--- config.mk ---
export PLATFORM = sky130hd
export DESIGN_NAME = simon_arbiter
export DESIGN_NICKNAME = d
export VERILOG_FILES = /design/src/rtl/simon_arb_pkg.sv /design/src/rtl/simon_rr_picker.sv /design/src/rtl/simon_arbiter.sv
export SDC_FILE = /design/constraint.sdc
export NUM_CORES = 1
export LEC_CHECK = 0
export ABC_AREA = 1
export BUFFER_PORTS_ARGS = -buffer_cell sky130_fd_sc_hd__buf_2
export CORE_AREA = 2 2 146 148
export DETAILED_ROUTE_END_ITERATION = 7
export DIE_AREA = 0 0 148 150
export HOLD_SLACK_MARGIN = 0.02
export PLACE_DENSITY_LB_ADDON = 0.25
export RECOVER_POWER = 50
export REMOVE_ABC_BUFFERS = 1
export SLEW_MARGIN = 20
export SYNTH_ARGS = -nofsm -noshare
export SYNTH_HDL_FRONTEND = slang
export SYNTH_SLANG_ARGS = --single-unit
--- constraint.sdc ---
create_clock -name clk -period 2.9 [get_ports clk]
set_input_delay 0 -clock clk [delete_from_list [all_inputs] [get_ports clk]]
set_output_delay 0 -clock clk [all_outputs]
set_load 0.05 [all_outputs]
--- src/rtl/simon_arb_pkg.sv ---
// simon_arb_pkg: shared state encoding, default widths and operand types for the SIMON core arbiter
package simon_arb_pkg;
  localparam int SIMON_N = 16;
  localparam int SIMON_M = 4;
  typedef logic [1:0][SIMON_N-1:0] block_t;
  typedef logic [SIMON_M-1:0][SIMON_N-1:0] key_t;
  typedef enum logic [2:0] {IDLE, KEY_REQ, KEY_WAIT, DATA_REQ, DATA_WAIT, RESP} arb_state_t;
endpackage

--- src/rtl/simon_rr_picker.sv ---
// simon_rr_picker: combinational round-robin select, scanning upward from last_grant+1 with wrap
module simon_rr_picker #(
  parameter int NREQ = 2,
  parameter int IDW = NREQ > 1 ? $clog2(NREQ) : 1
) (
  input  logic [NREQ-1:0] req,
  input  logic [IDW-1:0]  last_grant,
  output logic [NREQ-1:0] grant,
  output logic [IDW-1:0]  idx,
  output logic            req_any
);
  logic [IDW-1:0] p;
  assign req_any = |req;
  always_comb begin
    grant = '0;
    idx = '0;
    p = '0;
    for (int k = NREQ - 1; k >= 0; k--) begin
      p = IDW'((int'(last_grant) + 1 + k) % NREQ);
      if (req[p]) begin
        grant = '0;
        grant[p] = 1'b1;
        idx = p;
      end
    end
  end
endmodule

--- src/rtl/simon_arbiter.sv ---
// simon_arbiter: round-robin sharing of one SIMON_3264 core; SIMON_ARB_KEYCACHE_EN skips re-expansion of a repeated key
module simon_arbiter
  import simon_arb_pkg::*;
#(
  parameter int N = SIMON_N,
  parameter int M = SIMON_M,
  parameter int NREQ = 2,
  parameter int IDW = NREQ > 1 ? $clog2(NREQ) : 1
) (
  input  logic                          clk,
  input  logic                          nR,
  input  logic [NREQ-1:0]               req_valid,
  output logic [NREQ-1:0]               req_ready,
  input  logic [NREQ-1:0][M-1:0][N-1:0] req_key,
  input  logic [NREQ-1:0][1:0][N-1:0]   req_data,
  input  logic [NREQ-1:0]               req_enc_dec,
  output logic [NREQ-1:0]               resp_valid,
  input  logic [NREQ-1:0]               resp_ready,
  output logic [1:0][N-1:0]             resp_data,
  output logic                          core_newKey,
  output logic                          core_newData,
  output logic                          core_readData,
  output logic [M-1:0][N-1:0]           core_key,
  output logic [1:0][N-1:0]             core_inData,
  output logic                          core_enc_dec,
  input  logic                          core_loadKey,
  input  logic                          core_loadData,
  input  logic                          core_doneKey,
  input  logic                          core_doneData,
  input  logic [1:0][N-1:0]             core_outData,
  output logic                          busy
);
  arb_state_t state;
  logic [IDW-1:0] id, last_grant, sel;
  logic [NREQ-1:0] grant;
  logic req_any, hit;

  simon_rr_picker #(.NREQ(NREQ), .IDW(IDW)) u_pick (
    .req(req_valid),
    .last_grant(last_grant),
    .grant(grant),
    .idx(sel),
    .req_any(req_any)
  );

`ifdef SIMON_ARB_KEYCACHE_EN
  logic [M-1:0][N-1:0] cache_key;
  logic cache_valid;
  assign hit = cache_valid && req_key[sel] == cache_key;
  always_ff @(posedge clk) begin
    if (nR) begin
      cache_valid <= 1'b0;
      cache_key <= '0;
    end else if (state == KEY_WAIT && core_doneKey) begin
      cache_valid <= 1'b1;
      cache_key <= core_key;
    end
  end
`else
  assign hit = 1'b0;
`endif

  // the grant pulse is the accept handshake, so it must never fire on a reset edge
  assign req_ready = (state == IDLE && !nR) ? grant : '0;
  assign resp_valid = state == RESP ? NREQ'(1) << id : '0;
  assign core_newKey = state == KEY_REQ;
  assign core_newData = state == DATA_REQ;
  assign busy = state != IDLE;

  always_ff @(posedge clk) begin
    if (nR) begin
      state <= IDLE;
      id <= '0;
      last_grant <= '0;
      core_key <= '0;
      core_inData <= '0;
      core_enc_dec <= 1'b0;
      resp_data <= '0;
      core_readData <= 1'b0;
    end else begin
      core_readData <= 1'b0;
      case (state)
        IDLE: if (req_any) begin
          state <= hit ? DATA_REQ : KEY_REQ;
          id <= sel;
          core_key <= req_key[sel];
          core_inData <= req_data[sel];
          core_enc_dec <= req_enc_dec[sel];
        end
        KEY_REQ: if (core_loadKey) state <= KEY_WAIT;
        KEY_WAIT: if (core_doneKey) state <= DATA_REQ;
        DATA_REQ: if (core_loadData) state <= DATA_WAIT;
        DATA_WAIT: if (core_doneData) begin
          state <= RESP;
          resp_data <= core_outData;
          core_readData <= 1'b1;
        end
        RESP: if (resp_ready[id]) begin
          state <= IDLE;
          last_grant <= id;
        end
        default: state <= IDLE;
      endcase
    end
  end
endmodule

Word level (Yosys, flattened, before mapping)

Cells that the tools add are included.

Flip-flop bits (word level): 135
Latch bits: 0
Memory bits (writable): 0
Bits in read-only memories: 0
Bits of input ports: 236
Output and inout bits: 137
Word-level logic and storage cells: 76
Memories kept: 0

Add/subtract/negate cells: 2
$mul: 0
Divide/modulo/power cells: 0
Magnitude comparators: 6
Eq/ne operators: 11
Shifts and indexed selects: 1
Multiplexer cells: 30
Bitwise gates (word level): 1
Reductions and logical operators: 12

Operators with widths:

| kind                                                                         | number |
|---|---|
| 64-bit 2-to-1 mux                                                            | 2 |
| 32-bit 2-to-1 mux                                                            | 2 |
| 3-bit 2-to-1 mux                                                             | 6 |
| 3-bit case mux with 6 select lines                                           | 1 |
| 1-bit 2-to-1 mux                                                             | 13 |
| 1-bit by 2-bit less-than comparator with 1-bit output, second input constant | 4 |
| 2-bit 2-to-1 mux                                                             | 4 |
| 3-bit by 2-bit equality test with 1-bit output, second input constant        | 2 |
| 3-bit equality test, second input constant                                   | 2 |
| 2-bit by 1-bit inequality test with 1-bit output, second input constant      | 3 |
| 2-bit inequality test, second input constant                                 | 3 |
| 2-bit AND reduction                                                          | 3 |
| 6-bit AND reduction                                                          | 1 |
| 2-bit OR reduction                                                           | 2 |
| 3-bit by 1-bit equality test with 1-bit output, second input constant        | 1 |
| 1-bit logical AND                                                            | 3 |
| 3-bit zero test                                                              | 1 |
| 3-bit nonzero test                                                           | 1 |
| 1-bit adder, second input constant                                           | 2 |
| 1-bit demux with 1-bit select                                                | 2 |
| 1-bit >= comparator, second input constant                                   | 2 |
| 1-bit by 1-bit left shift with 2-bit output, first input constant            | 1 |
| 1-bit zero test                                                              | 1 |
| 1-bit inverter                                                               | 1 |

Logic depth before layout (Yosys ltp)

Gate-level depths: netlist of run 1.

Depth after elaboration: 9
Mapped depth: 10
Gate-level depth less buffers: 9

Hierarchy

A second synthesis of run 1 with hierarchy kept.

Cells, all modules: 743
Area total of the unflattened synthesis: 6195.9 um^2

By module, submodules not included:

| module          | times used | cells each | area an instance (um^2) | sequential area each (um^2) |
|---|---|---|---|---|
| simon_arbiter   | 1          | 736        | 6162.2                  | 2702.6 |
| simon_rr_picker | 1          | 7          | 33.8                    | 0.0 |

Least setup slack after synthesis of run 1

OpenSTA, ideal clock, no wires.

Path kind: flip-flop to output port
Start point: register last_grant
End point: output req_ready[0]
Data arrival time: 1.972 ns
Data required time: 2.900 ns
Path slack: 0.928 ns
Cell stages (with the launch flop): 7
Path buffers: 2
Cell sequence: dfxtp_1 nand2_1 nand2_1 buf_2 buf_1 nand2_1 nor3_1

Word-level cells in the longest chain between the ends: 9
Elaborated cells between the ends (all ways): 19
Those cells by class: add/sub: 2; order compare: 4; mux: 11; reduce/logical: 2

Ends and longest elaborated chain:

| what                                                                                                               | RTL line              | text |
|---|---|---|
| start: declaration                                                                                                 | simon_arbiter.sv:34   | `logic [IDW-1:0] id, last_grant, sel;` |
| start signal: assignment                                                                                           | simon_arbiter.sv:100  | `last_grant <= id;` |
| 1-bit adder *                                                                                                      | simon_rr_picker.sv:19 | `p = IDW'((int'(last_grant) + 1 + k) % NREQ);` |
| 1-bit adder                                                                                                        | simon_rr_picker.sv:19 |  |
| 1-bit by 2-bit less-than comparator with 1-bit output (not written as such) or 1-bit >= comparator (tied branches) | simon_rr_picker.sv:22 | `grant[p] = 1'b1;` |
| 1-bit logical AND (not written as such)                                                                            | simon_rr_picker.sv:22 |  |
| 1-bit 2-to-1 mux (not written as such)                                                                             | simon_rr_picker.sv:22 |  |
| 1-bit demux with 1-bit select                                                                                      | -                     |  |
| 2-bit 2-to-1 mux                                                                                                   | simon_rr_picker.sv:20 | `if (req[p]) begin` |
| 2-bit 2-to-1 mux *                                                                                                 | simon_rr_picker.sv:20 |  |
| 2-bit 2-to-1 mux *                                                                                                 | simon_arbiter.sv:64   | `assign req_ready = (state == IDLE && !nR) ? grant : '0;` |
| end: declaration                                                                                                   | simon_arbiter.sv:13   | `output logic [NREQ-1:0] req_ready,` |

Every way passes the cells marked *; elsewhere a longest branch is shown, timed or not. The select of a mux whose other input is x is not followed.

Worst setup path after layout of run 1

Start point: register state[2]
End point: register core_inData[19] (netlist bit)

Word-level cells in the longest chain between the ends: 2

Ends and longest elaborated chain:

| what                          | RTL line            | text |
|---|---|---|
| start: declaration            | simon_arbiter.sv:33 | `arb_state_t state;` |
| start signal: assignment      | simon_arbiter.sv:84 | `state <= hit ? DATA_REQ : KEY_REQ;` |
| 3-bit zero test               | simon_arbiter.sv:82 | `case (state)` |
| 2-bit AND reduction (no line) | -                   |  |
| end signal: assignment        | simon_arbiter.sv:87 | `core_inData <= req_data[sel];` |
| end: declaration              | simon_arbiter.sv:24 | `output logic [1:0][N-1:0] core_inData,` |

No other way between the ends.
A chain may end at the register's enable or synchronous reset.

==> results of run 1 <==
==> Yosys cell counts <==
cell	instances	area (µm²)
nor2_1	207	777
a21oi_1	135	676
nor3_1	2	10.0
buf_6	8	90.1
dfxtp_1	135	2700
nand3_1	6	30.0
buf_1	3	11.3
nor2_4	2	22.5
clkbuf_1	40	150
nand2_1	115	432
buf_2	13	65.1
nand2_2	1	6.26
inv_1	44	165
o21ai_1	12	60.1
o21ai_0	121	606
inv_2	1	3.75
nand3b_1	1	7.51
==> stage by stage <==
stage | util | area, µm² | TNS (ns)
finish | 0.509 | 10500 | 0
global route | 0.509 | 10500 | 0
CTS | 0.517 | 10700 | 0
detailed placement | 0.378 | 7830 | 0
global placement | 0.378 | 7830 | 0
floorplan | - | 5500 | -104.03
==> flip-flops by register name, indices dropped and copies added, names as in the netlist <==
register,cells
id,1
state,3
core_inData,32
last_grant,1
core_key,64
core_enc_dec,1
core_readData,1
resp_data,32
==> power groups by stage <==
stage	combinational (mW)	clock, mW	sequential, mW
3_3_place_gp	3.99	0	2.57
2_1_floorplan	1.52	0	4.03
5_1_grt	5.11	2.48	2.62
3_5_place_dp	4.00	0	2.58
4_1_cts	4.79	2.41	2.55
6_report	4.70	2.34	2.57
==> repair_timing <==
item / CTS / global route
hold buffers: 224 / 0
hold endpoints to repair: 131 / 0
setup buffers: 0 / 0
==> layout by cell type, fill, tap and decap left out, types with 5 or more instances in the layout <==
cell             n
nor2_1         207
nand2_1        114
inv_1           43
o21ai_0        121
dlygate4sd3_1  224
dfxtp_1        135
o21ai_1         12
buf_2          238
clkbuf_1       134
nand3_1          5
a21oi_1        135
inv_6            5
clkbuf_16       17
==> worst max-delay path, delay by kind of cell, from the launching register on <==
kind                   cells  cell delay [ns]
AOI/OAI and AO/OA          2             0.15
buffers and inverters      4             1.38
DFF                        1             0.47
and+or+nand+nor            3             0.26
==> how the worst max path moves through the flow <==
stage	depth (start not counted)	to	start
2_1_floorplan	5	core_enc_dec	last_grant
3_3_place_gp	8	core_key[24]	state[2]
3_5_place_dp	8	core_key[24]	state[2]
4_1_cts	9	core_key[24]	state[2]
5_1_grt	9	core_key[55]	state[2]
6_report	9	core_inData[19]	state[2]
==> cells by family (layout without fill, tap and decap cells) <==
| family | Yosys count | count (layout) | synth area share |
|---|---|---|---|
| AO/OA/AOI/OAI | 268 | 268 | 0.231 |
| buffers and inverters | 109 | 680 | 0.0835 |
| flip-flops | 135 | 135 | 0.465 |
| AND/OR/NAND/NOR | 334 | 334 | 0.221 |
==> area by class of cell <==
class | instances | area [µm²]
Tap cell | 275 | 344
Multi-Input combinational cell | 602 | 2640
Clock inverter | 13 | 193
Timing Repair Buffer | 603 | 4040
Fill cell | 2046 | 10200
Clock buffer | 19 | 443
Sequential cell | 135 | 2700
Inverter | 45 | 174
==> per-layer routing <==
metal,global-route usage,vias to the layer above,routed length (µm)
li1,-,3858,-
met1,0.219,3398,9250
met2,0.350,258,11100
met3,0.0537,36,1700
met4,0.0729,0,501
met5,0,-,0
==> impl_metrics.env, run 1 <==
export IMPL_grt_pass1_wl_mm=35.1
export IMPL_combPwrFrac=0.489
export IMPL_arrival_ns=2.73
export IMPL_routedWlPerCell_um=13.3
export IMPL_r2r_start="state[2]"
export IMPL_cts_inserted_buffers=17
export IMPL_port_buffers=372
export IMPL_post_route_drc_count=0
export IMPL_min_path_type="primary input to register"
export IMPL_p_switching_mw=4.26
export IMPL_worst_hold_slack_ns=0.0528
export IMPL_cts_resized=0
export IMPL_r2r_end="core_inData[19]"
export IMPL_crit_fanout=75
export IMPL_routed_via_density=4.46
export IMPL_post_place_ws_ns=1.04
export IMPL_swShare=0.444
export IMPL_cts_htree_levels=4
export IMPL_die_area_um2=22200
export IMPL_setup_violations_final=0
export IMPL_cp_slowest_cell="dlygate4sd3_1"
export IMPL_min_to="core_key[11]"
export IMPL_ys_ff_latch=135
export IMPL_vdd_drop_max_uv=448
export IMPL_grt_overflow=0
export IMPL_rsz0062_at_grt="no"
export IMPL_postRouteAntennaNets=0
export IMPL_die_y_um=150
export IMPL_p_seq_frac=0.267
export IMPL_p_leak_nw=4.34
export IMPL_hpwl_mm=14.1
export IMPL_clock_root_buffer="clkbuf_16"
export IMPL_finalMaxSlewViolations=0
export IMPL_finalNonFillerCells=1692
export IMPL_setup_ws_ns=0.430
export IMPL_initialDrtViolationCount=253
export IMPL_syn_inst=846
export IMPL_clock_fmax_ghz=0.405
export IMPL_std_cell_rows=53
export IMPL_maxSlewHeadroom=0.282
export IMPL_antenna_found_initial=0
export IMPL_worst_pin_slew_ns=1.08
export IMPL_synthToLayoutAreaGrowth_pct=81.1
export IMPL_ys_types=17
export IMPL_cp_start_kind="register"
export IMPL_fin_crit_ns=2.47
export IMPL_power_density_nw_per_um2=912
export IMPL_clock_sinks=135
export IMPL_pwr_share_clk=0.244
export IMPL_vias=7550
export IMPL_hold_violations=0
export IMPL_fin_skew_ns=0.00842
export IMPL_ioPinCount=373
export IMPL_synth_area_um2=5810
export IMPL_clk_latency_ns=0.41
export IMPL_min_from="req_key[75]"
export IMPL_worstRegToRegCells=9
export IMPL_status="complete, no violations"
export IMPL_path_clk_slew_ns=0.06
export IMPL_min_period_over_period=0.852
export IMPL_gp_congestion=0.830
export IMPL_avgSynthCellArea_um2=6.87
export IMPL_start_util=0.281
export IMPL_diodes=0
export IMPL_p_int_mw=5.35
export IMPL_max_cap_violations=0
export IMPL_drive_above_1_share=0.200
export IMPL_clockBufferDepth=2
export IMPL_critical_path_class="register to register"
export IMPL_grt_max_degree=101
export IMPL_core_area_um2=20700
export IMPL_placed_cells=1436
export IMPL_yosysWarnings=0
export IMPL_r2r_slack_ns=0.43
export IMPL_wirelength_mm=22.6
export IMPL_max_stage_delay_ns=0.59
export IMPL_dr_pass1_iters=4
export IMPL_end_kind="register"
export IMPL_die_w_um=148
export IMPL_grt_use_total=0.194
export IMPL_yosysSeqAreaShare=0.465
export IMPL_path_cells="inv_1 > nand2_2 > nor2_4 > inv_6 > buf_12 > nor2_1 > o21ai_0 > dlygate4sd3_1 > a21oi_1"
export IMPL_first_global_vias=7349
export IMPL_layout_nets=1640
export IMPL_cp_required_ns=3.16
export IMPL_p_total_mw=9.61
export IMPL_hold_depth=5
export IMPL_cts_tree="built"
Note: power is estimated with default switching activity, not from simulation.
==> inputs of run 2 (changes only) <==
Settings changed: CORE_AREA 2 2 146 148 to 3 3 143 145, CTS_CLUSTER_DIAMETER from default to 40, DIE_AREA 0 0 148 150 to 0 0 146 148, PLACE_DENSITY_LB_ADDON 0.25 to default.
==> run 2 against run 1 <==
Against the previous run:
- global-route usage rose by 1.9 points
- die area decreased by 2.7%
- sequential power hardly changed
- combinational power is 2% higher
- register-to-register slack lost 0.20 ns
- first-iteration DRC count increased by 37%
- total power decreased by 0.12%
- flip-flop and latch count did not move
- hold slack worse by 0.017 ns
- sequential share of layout area hardly changed
- critical endpoint is now core_key[11]
- cell count down 0.24%
- clock skew increased by 0.0025 ns
==> impl_metrics.env, run 2 (synthesis results as in run 1) <==
export IMPL_status="complete, no violations"
export IMPL_grt_pass1_wl_mm=37.7
export IMPL_clock_root_buffer="clkbuf_16"
export IMPL_hpwl_mm=15.0
export IMPL_routed_via_density=4.53
export IMPL_diodes=0
export IMPL_drive_above_1_share=0.203
export IMPL_cp_start_kind="register"
export IMPL_vias=7646
export IMPL_r2r_slack_ns=0.23
export IMPL_final_cell_mix="239 x buf_2, 225 x dlygate4sd3_1, 207 x nor2_1"
export IMPL_synthToLayoutAreaGrowth_pct=81.2
export IMPL_setup_tns_ns=0
export IMPL_largest_register="core_key"
export IMPL_p_leak_nw=4.35
export IMPL_postRouteAntennaNets=0
export IMPL_clk_latency_ns=0.42
export IMPL_post_route_drc_count=0
export IMPL_arrival_ns=2.94
export IMPL_path_clk_slew_ns=0.07
export IMPL_die_w_um=146
export IMPL_vdd_drop_max_uv=554
export IMPL_cts_setup_buffers=0
export IMPL_cts_inserted_buffers=17
export IMPL_die_area_um2=21600
export IMPL_cts_resized=0
export IMPL_n_fill_cell=1831
export IMPL_clock_fmax_ghz=0.375
export IMPL_cts_htree_levels=4
export IMPL_layout_nets=1646
export IMPL_cts_tree="built"
export IMPL_final_common_cell="buf_2"
export IMPL_hold_violations=0
export IMPL_grt_overflow=0
export IMPL_worst_pin_slew_ns=0.781
export IMPL_worst_hold_slack_ns=0.0355
export IMPL_largest_reg_flops=64
export IMPL_final_util=0.545
export IMPL_clockBufferDepth=2
export IMPL_wirelength_mm=24.1
export IMPL_start_util=0.301
export IMPL_min_period_over_period=0.920
export IMPL_maxSlewHeadroom=0.479
export IMPL_critical_path_class="register to register"
export IMPL_reg_top3="core_key x64, core_inData x32, resp_data x32"
export IMPL_dr_pass1_iters=4
export IMPL_end_kind="register"
export IMPL_port_buffers=372
export IMPL_antenna_found_initial=0
export IMPL_routedWlPerCell_um=14.3
export IMPL_ioPinCount=373
export IMPL_fin_crit_ns=2.67
export IMPL_std_cell_rows=51
export IMPL_grt_use_total=0.214
export IMPL_power_density_nw_per_um2=911
export IMPL_max_cap_violations=0
export IMPL_clock_sinks=135
export IMPL_die_y_um=148
export IMPL_fin_skew_ns=0.0109
export IMPL_core_area_um2=19300
export IMPL_initialDrtViolationCount=347
export IMPL_crit_fanout=81
export IMPL_gp_congestion=0.816
export IMPL_first_global_vias=7824
export IMPL_min_path_type="primary input to register"
export IMPL_cp_required_ns=3.17
export IMPL_rsz0062_at_grt="no"
export IMPL_grt_max_degree=82
export IMPL_holdBufCountCts=225
export IMPL_finalMaxSlewViolations=0
export IMPL_setup_violations_final=0
-- run 2: path summary, 6_finish.rpt --
| check | startpoint | end | cells past startpoint |
|---|---|---|---|
| max | state[2] | core_key[11] | 9 |
| min | req_key[64] | core_key[0] | 5 |
| max reg2reg | state[2] | core_key[11] | 9 |
| min reg2reg | resp_data[13] | resp_data[13] | 2 |
-- run 2: area by class of cell --
class	count	area, µm²	share of cell area
flip-flops and latches	135	2700	0.257
inverters	45	174	0.0165
well taps	265	332	0.0315
clock inverters	13	170	0.0162
repair buffers	609	4080	0.387
multi-input cells	602	2640	0.250
clock buffers	19	443	0.0420
-- run 2: worst max-delay path: stages (launching register included) --
cell           delay [ns]
dfxtp_1              0.49
inv_1                0.13
nand2_1              0.19
nor2_4               0.07
inv_6                0.46
buf_12               0.28
nor2_1               0.08
o21ai_0              0.10
dlygate4sd3_1        0.58
a21oi_1              0.07
-- run 2: power breakdown --
| group | switching (mW) | internal, mW |
|---|---|---|
| Combinational | 3.19 | 1.59 |
| Sequential | 0.256 | 2.31 |
| Clock | 0.870 | 1.39 |
-- run 2: per-layer routing --
metal / GRT usage / part of all wire / wire, µm / vias up
met5: 0 / 0 / 0 / -
met4: 0.0790 / 0.026 / 634 / 0
met3: 0.0733 / 0.085 / 2040 / 46
met2: 0.391 / 0.49 / 11900 / 308
met1: 0.228 / 0.40 / 9550 / 3435
li1: - / - / - / 3857
-- run 2: metrics by stage --
stage / instance area [µm²] / cells / worst slack, ns / total power, mW
6_report: 10500 / 1688 / 0.231 / 9.60
5_1_grt: 10500 / 1688 / 0.0465 / 10.2
4_1_cts: 10700 / 1688 / 0.290 / 9.72
3_5_place_dp: 7840 / 1431 / 0.852 / 6.64
3_3_place_gp: 7840 / 1431 / 0.871 / 6.61
2_1_floorplan: 5500 / 782 / -1.08 / 5.55
==> inputs of run 3 (changes only) <==
Settings changed: MAX_ROUTING_LAYER from default to met4.
==> run 3 against run 2 <==
Against the previous run:
- worst setup slack better by 0.0061 ns
- cell area stayed put
- flip-flop and latch count unchanged
- core utilization unchanged
- largest cell class unchanged
- largest power group unchanged
==> impl_metrics.env, run 3 (synthesis results as in run 1) <==
export IMPL_path_clk_slew_ns=0.07
export IMPL_die_y_um=148
export IMPL_clock_root_buffer="clkbuf_16"
export IMPL_routed_via_density=4.55
export IMPL_crit_family="buffers and inverters"
export IMPL_final_cell_mix="239 x buf_2, 225 x dlygate4sd3_1, 207 x nor2_1"
export IMPL_maxSlewHeadroom=0.476
export IMPL_status="complete, no violations"
export IMPL_placed_area_um2=7840
export IMPL_routedWlPerCell_um=14.3
export IMPL_n_fill_cell=1831
export IMPL_final_area_um2=10500
export IMPL_die_w_um=146
export IMPL_hold_violations=0
export IMPL_initialDrtViolationCount=362
export IMPL_ioPinCount=373
export IMPL_cts_setup_buffers=0
export IMPL_synthToLayoutAreaGrowth_pct=81.2
export IMPL_cp_required_ns=3.18
export IMPL_largest_register="core_key"
export IMPL_r2r_slack_ns=0.24
export IMPL_cp_num_buf_inv=4
export IMPL_reg_top3="core_key x64, core_inData x32, resp_data x32"
export IMPL_path_cells="inv_1 > nand2_1 > nor2_4 > inv_6 > buf_12 > nor2_1 > o21ai_0 > dlygate4sd3_1 > a21oi_1"
export IMPL_min_period_over_period=0.918
export IMPL_min_path_type="primary input to register"
export IMPL_cts_htree_levels=4
export IMPL_cts_resized=0
export IMPL_placed_cells=1431
export IMPL_vias=7681
export IMPL_port_buffers=372
export IMPL_fin_skew_ns=0.00981
export IMPL_hpwl_mm=15.0
export IMPL_grt_pass1_wl_mm=37.7
export IMPL_grt_use_total=0.220
export IMPL_vdd_drop_max_uv=554
export IMPL_clk_latency_ns=0.42
export IMPL_finalMaxSlewViolations=0
export IMPL_std_cell_rows=51
export IMPL_crit_fanout=81
export IMPL_core_area_um2=19300
export IMPL_drive_above_1_share=0.203
export IMPL_fin_crit_ns=2.66
export IMPL_post_route_drc_count=0
export IMPL_cp_start_kind="register"
export IMPL_cts_inserted_buffers=17
export IMPL_setup_violations_final=0
export IMPL_grt_overflow=0
export IMPL_cp_slowest_cell="dlygate4sd3_1"
export IMPL_clock_fmax_ghz=0.375
export IMPL_die_area_um2=21600
export IMPL_rsz0062_at_grt="no"
export IMPL_gp_congestion=0.828
export IMPL_dr_pass1_iters=4
export IMPL_regArea_um2=2700
export IMPL_start_util=0.301
export IMPL_wirelength_mm=24.1
export IMPL_arrival_ns=2.94
export IMPL_max_cap_violations=0
export IMPL_clockBufferDepth=2
export IMPL_critical_path_class="register to register"
export IMPL_worst_pin_slew_ns=0.785
export IMPL_max_stage_delay_ns=0.58
export IMPL_finalNonFillerCells=1688
export IMPL_first_global_vias=7839
export IMPL_grt_max_degree=82
export IMPL_multi_input_area_um2=2640
export IMPL_power_density_nw_per_um2=912
export IMPL_final_common_cell="buf_2"
export IMPL_diodes=0
export IMPL_layout_nets=1646
export IMPL_end_kind="register"
export IMPL_p_leak_nw=4.35
export IMPL_largest_reg_flops=64
export IMPL_clock_sinks=135
export IMPL_antenna_found_initial=0
export IMPL_cts_tree="built"
export IMPL_postRouteAntennaNets=0
==> run 3: cell counts in the layout (fill, tap and decap cells not counted) <==
Identical to the previous run, type by type.
==> run 3: final timing paths <==
kind | from | end | depth (start not counted)
setup reg to reg | state[2] | core_key[11] | 9
hold reg to reg | resp_data[13] | resp_data[13] | 2
hold / removal | req_key[64] | core_key[0] | 5
setup / recovery | state[2] | core_key[11] | 9
==> run 3: layer usage <==
layer / vias up / routed length (µm) / global-route usage
met5: - / 0 / -
met4: 0 / 637 / 0.0762
met3: 45 / 1830 / 0.0671
met2: 301 / 11900 / 0.391
met1: 3474 / 9750 / 0.235
li1: 3861 / - / -
==> run 3: worst min-delay path, stage by stage <==
cell	delay, ns
buf_2	0.10
nor2_1	0.11
nor2_1	0.06
o21ai_0	0.06
a21oi_1	0.06
==> run 3: final cells by class <==
class                   count  area share
multi-input cells         602       0.250
inverters                  45      0.0165
clock inverters            13      0.0162
well taps                 265      0.0315
flip-flops and latches    135       0.257
clock buffers              19      0.0420
repair buffers            609       0.387
==> run 3: repair_timing <==
| item | 4_1_cts | 5_1_grt |
|---|---|---|
| endpoints found under the setup margin | 0 | 0 |
| hold buffers | 225 | 0 |
| hold endpoints to repair | 130 | 0 |
==> run 3: through the flow <==
| step | setup WS, ns | utilization | total power, mW | setup TNS (ns) | hold WS [ns] |
|---|---|---|---|---|---|
| after floorplan | -1.08 | - | 5.55 | -104.03 | 0.0691 |
| after global placement | 0.871 | 0.405 | 6.61 | 0 | 0.273 |
| after detailed placement | 0.852 | 0.405 | 6.64 | 0 | 0.280 |
| after CTS | 0.290 | 0.554 | 9.72 | 0 | 0.0277 |
| after global routing | 0.0501 | 0.545 | 10.2 | 0 | 0.0585 |
| final | 0.237 | 0.545 | 9.61 | 0 | 0.0293 |
==> run 3: power breakdown <==
part / switching [mW] / internal [mW]
sequential: 0.257 / 2.31
clock: 0.873 / 1.39
combinational: 3.19 / 1.59
